[src/rtl/timer_switch_multi.sv]
// timer_switch_multi: independent staircase-light timer channels with
// per-channel press load/retrigger, end-of-period warning and long-press hold-off.
`default_nettype none

module timer_switch_multi #(
  parameter  int CHANNELS = 4,
  parameter  int ON_TIME  = 20,
  parameter  int WARN     = 3,
  parameter  int HOLD_OFF = 8,
  localparam int CNT_W    = $clog2(ON_TIME + 1)
) (
  input  logic                      clock_1Hz,
  input  logic                      reset_n,
  input  logic [CHANNELS-1:0]       btn_ext,
  input  logic [CHANNELS-1:0]       retrig,
  output logic [CHANNELS-1:0]       light,
  output logic [CHANNELS-1:0]       warn,
  output logic [CHANNELS*CNT_W-1:0] remaining,
  output logic                      any_on
);

  localparam logic [CNT_W-1:0] LOAD_VAL = CNT_W'(ON_TIME);
  localparam logic [CNT_W-1:0] WARN_VAL = CNT_W'(WARN);
  localparam logic             HOLD_EN  = (HOLD_OFF != 0);
  localparam logic [7:0]       HOLD_CMP = 8'((HOLD_OFF == 0) ? 0 : HOLD_OFF - 1);

  for (genvar i = 0; i < CHANNELS; i++) begin : g_ch
    logic [CNT_W-1:0] count_q, count_d;
    logic [7:0]       hold_q, hold_d;
    logic             btn_prev_q, btn_prev_d;
    logic             press, kill;

    always_ff @(posedge clock_1Hz or negedge reset_n) begin
      if (!reset_n) begin
        count_q    <= '0;
        hold_q     <= '0;
        // Reset high so a button held through reset release does not count as a press.
        btn_prev_q <= 1'b1;
      end else begin
        count_q    <= count_d;
        hold_q     <= hold_d;
        btn_prev_q <= btn_prev_d;
      end
    end

    always_comb begin
      press      = btn_ext[i] & ~btn_prev_q;
      // Hold-off fires only on the single edge where hold crosses the threshold.
      kill       = HOLD_EN & btn_ext[i] & (hold_q == HOLD_CMP);
      btn_prev_d = btn_ext[i];

      if (kill)
        count_d = '0;
      else if (press && ((count_q == '0) || retrig[i]))
        count_d = LOAD_VAL;
      else if (count_q != '0)
        count_d = count_q - 1'b1;
      else
        count_d = '0;

      if (!btn_ext[i])
        hold_d = '0;
      else if (hold_q == 8'hFF)
        hold_d = hold_q;
      else
        hold_d = hold_q + 8'd1;
    end

    assign light[i]                        = (count_q != '0);
    assign warn[i]                         = (count_q != '0) && (count_q <= WARN_VAL);
    assign remaining[i*CNT_W +: CNT_W]     = count_q;
  end : g_ch

  assign any_on = |light;

endmodule

`default_nettype wire

[config.mk]
export PLATFORM = sky130hd
export DESIGN_NAME = timer_switch_multi
export DESIGN_NICKNAME = d
export VERILOG_FILES = /design/src/rtl/timer_switch_multi.sv
export SDC_FILE = /design/constraint.sdc
export NUM_CORES = 1
export LEC_CHECK = 0
export ABC_AREA = 1
export CAP_MARGIN = 10
export CORE_UTILIZATION = 45
export CTS_CLUSTER_SIZE = 12
export DETAILED_ROUTE_END_ITERATION = 10
export GPL_ROUTABILITY_DRIVEN = 0
export PLACE_DENSITY = 0.7
export SYNTH_ARGS = -nofsm -noshare
export SYNTH_HDL_FRONTEND = slang
export SYNTH_SLANG_ARGS = --single-unit
export TNS_END_PERCENT = 30
[constraint.sdc]
create_clock -name clock_1Hz -period 1.5 [get_ports clock_1Hz]
set_input_delay 0.3 -clock clock_1Hz [delete_from_list [all_inputs] [get_ports clock_1Hz]]
set_output_delay 0.3 -clock clock_1Hz [all_outputs]
set_load 0.005 [all_outputs]
==> results of run 1 <==
registers in the layout, summed over array words and instances (netlist names):
register         count
g_ch.hold_q         32
g_ch.count_q        20
g_ch.btn_prev_q      4
final timing paths:
| check | end | slack, ns | depth (start not counted) | startpoint |
|---|---|---|---|---|
| worst max-delay path | any_on | -0.20 | 6 | g_ch[2].count_q[0] |
| max in group asynchronous | g_ch[0].btn_prev_q | 0.68 | 3 | reset_n |
| worst max register to register | g_ch[2].count_q[3] | 0.10 | 9 | g_ch[2].count_q[0] |
| worst min register to register | g_ch[3].hold_q[1] | 0.57 | 2 | g_ch[3].hold_q[1] |
| min in group clock_1Hz | g_ch[3].hold_q[1] | 0.57 | 2 | g_ch[3].hold_q[1] |
| worst min-delay path | g_ch[1].count_q[2] | 0.48 | 3 | reset_n |
cell usage after synthesis (all sizes together):
library cell and n:
xor2 6, or2 3, o211ai 2, buf 3, dfstp 4, xnor2 2
nor3 16, clkbuf 2, o21bai 2, ha 16, nand3b 2, o31ai 1
nand4 13, nor2 58, nand3 56, dfrtp 52, o21ai 6, a21oi 14
nand2 111, inv 60
cell usage in the layout, fill, tap and decap left out, types with 6 or more instances in the layout:
master / instances
nand2_1: 106
dfrtp_1: 52
nand3_1: 48
nor2_1: 47
inv_1: 46
buf_4: 41
buf_6: 20
dlygate4sd2_1: 18
inv_2: 13
nand4_1: 13
a21oi_1: 12
nor3_1: 9
ha_1: 9
clkdlybuf4s50_1: 8
ha_4: 7
xor2_1: 6
clkbuf_8: 6
critical path, cell delays in order (launching register included):
cell     delay [ns]
dfrtp_1        0.42
inv_2          0.09
ha_4           0.15
nand3_4        0.09
nor2_4         0.14
nand3_2        0.08
buf_6          0.12
report_power, final:
| group | internal (mW) | switching, mW |
|---|---|---|
| combinational | 1.84 | 1.62 |
| clock | 0.379 | 0.514 |
| sequential | 1.82 | 0.254 |
| total | 4.03 | 2.39 |
metal layers:
layer	track usage, %	wire length, um
met4	5.57	68
met5	0	0
met3	3.45	217
met1	25.4	3360
met2	38.3	3930
logic make-up after synthesis:
kind of cell | count (synthesis) | share of synthesized area [%]
buffers and inverters | 65 | 7.66
flip-flops | 56 | 41.8
AO/OA/AOI/OAI | 25 | 4.43
adder cells (fa/ha/maj) | 16 | 5.95
XOR/XNOR | 8 | 2.08
AND/OR/NAND/NOR | 259 | 38.1
repair_timing:
action,in CTS,in global routing
hold buffers,1,0
pin swaps,13,7
hold endpoints to repair,52,0
cloned,0,0
gates resized for setup,106,8
endpoints found under the setup margin,29,11
buffers inserted,10,0
per-stage QoR:
| step | TNS, ns | setup slack (ns) | utilization, % | cells | hold slack, ns |
|---|---|---|---|---|---|
| after floorplan | 0 | 0.141 | - | 429 | 0.00441 |
| after detailed placement | -1.89 | -0.292 | 58.2 | 611 | 0.321 |
| after global placement | -1.51 | -0.274 | 58.2 | 611 | 0.322 |
| final | -1.09 | -0.203 | 62.9 | 627 | 0.478 |
| after CTS | -1.22 | -0.201 | 62.5 | 627 | 0.504 |
| after global routing | -1.61 | -0.275 | 62.9 | 627 | 0.545 |
layout make-up:
cell class / count / area (um^2) / area share (%)
multi-input cells: 308 / 1860 / 40.9
flip-flops and latches: 56 / 1410 / 30.8
repair buffers: 96 / 841 / 18.4
inverters: 60 / 228 / 4.99
well taps: 99 / 124 / 2.72
clock buffers: 6 / 82.6 / 1.81
clock inverters: 2 / 13.8 / 0.302
==> impl_metrics.py, run 1 <==
metrics = {
    "floorplan": {
        "core_mm2": 0.00725,
        "start_util_pct": 46.4,
        "die_area_mm2": 0.00782,
        "die_h_um": 88.5,
        "pin_count": 39,
        "die_w_um": 88.5,
        "std_cell_rows": 31,
    },
    "synth": {
        "syn_avg_cell_area_um2": 7.84,
        "synthTopCellsByArea": "dfrtp_1, nand2_1, nand3_1",
        "ys.warnings.count": 0,
        "mappedNetlistArea_mm2": 0.00336,
        "synth_fp_nets": 455,
        "synth_seq_area_share_pct": 41.8,
        "ys_ff_latch": 56,
        "ys_types": 34,
        "synth_top_cell_area_share_pct": 38.7,
        "yosys.area.top_type": "dfrtp_1",
        "synth_cells": 429,
    },
    "timing": {
        "setup_viol": 9,
        "rsz0062_at_grt": "yes",
        "fmax_mhz": 587,
        "drv_slew": 0,
        "layout_min_cycle_time_ns": 1.70,
        "final.setup_skew_ns": 0.0118,
        "finalHoldViolCount": 0,
        "relSlewSlack_pct": 76.9,
        "fin_ws_ns": -0.203,
        "worst_pin_slew_ns": 0.345,
        "fin_crit_sh_pct": 114,
    },
    "clock_tree": {
        "clk_pin_slew_ns": 0.11,
        "cts_root_buf": "clkbuf_8",
        "cts.path.max_buffers": 2,
        "cts-buffers-inserted": 5,
        "cts_sinks": 56,
        "htree_levels": 2,
        "clk_latency_ns": 0.31,
        "cts_tree": "done",
    },
    "placed_design": {
        "place_area_mm2": 0.00422,
        "hpwl_mm": 5.44,
        "port-buffer-count": 38,
    },
    "routing": {
        "dr.pass1.iters": 4,
        "wirelength_mm": 7.58,
        "ant_nets": 0,
        "viasPerCell": 4.84,
        "wl_per_cell_um": 12.1,
        "num_vias": 3034,
        "post-route-drc-count": 0,
        "drt_iter0_markers": 149,
    },
    "critical_path": {
        "critical_path.max_fanout": 2,
        "critPathRequiredTime_ns": 1.20,
        "start_kind": "register",
        "cp-end-kind": "output pin",
        "arrival_ns": 1.40,
        "criticalPathCategory": "register to output pin",
    },
    "power_and_ir_drop": {
        "design_power_total_mw": 6.42,
        "p_leak_nw": 2.46,
        "ir_drop_mv": 0.650,
        "p_per_area_mw_per_mm2": 1410,
    },
    "hold_path": {
        "hold_path.class": "input port to asynchronous set/reset pin",
    },
    "global_routing": {
        "grt_pass1_vias": 2920,
        "grt_max_degree": 57,
        "grt_pass1_wl_mm": 12.8,
        "antenna_found_initial": 0,
        "gr-total-overflow": 0,
        "grt_use_total_pct": 20.9,
    },
    "cells_and_area": {
        "diodes": 0,
        "final_area_mm2": 0.00456,
        "nets": 553,
        "drive_gt1_share_pct": 26.1,
        "syn2layout_area_growth_pct": 35.6,
        "fillers": 610,
    },
    "outcome": {
        "outcome": "complete, but fails checks",
        "violations": "negative setup slack",
    },
    "job": {
        "cap_violations": 0,
    },
}
Power figures use the tool's default switching activity.
==> run 2: changes to the inputs <==
- SLEW_MARGIN: not set -> 20
==> results of run 2 <==
Final layout, timing and power as in run 1 (identical DEF).
==> run 3: changes to the inputs <==
- CAP_MARGIN: 10 -> not set
==> results of run 3 <==
Final layout, timing and power as in run 1 (identical DEF).
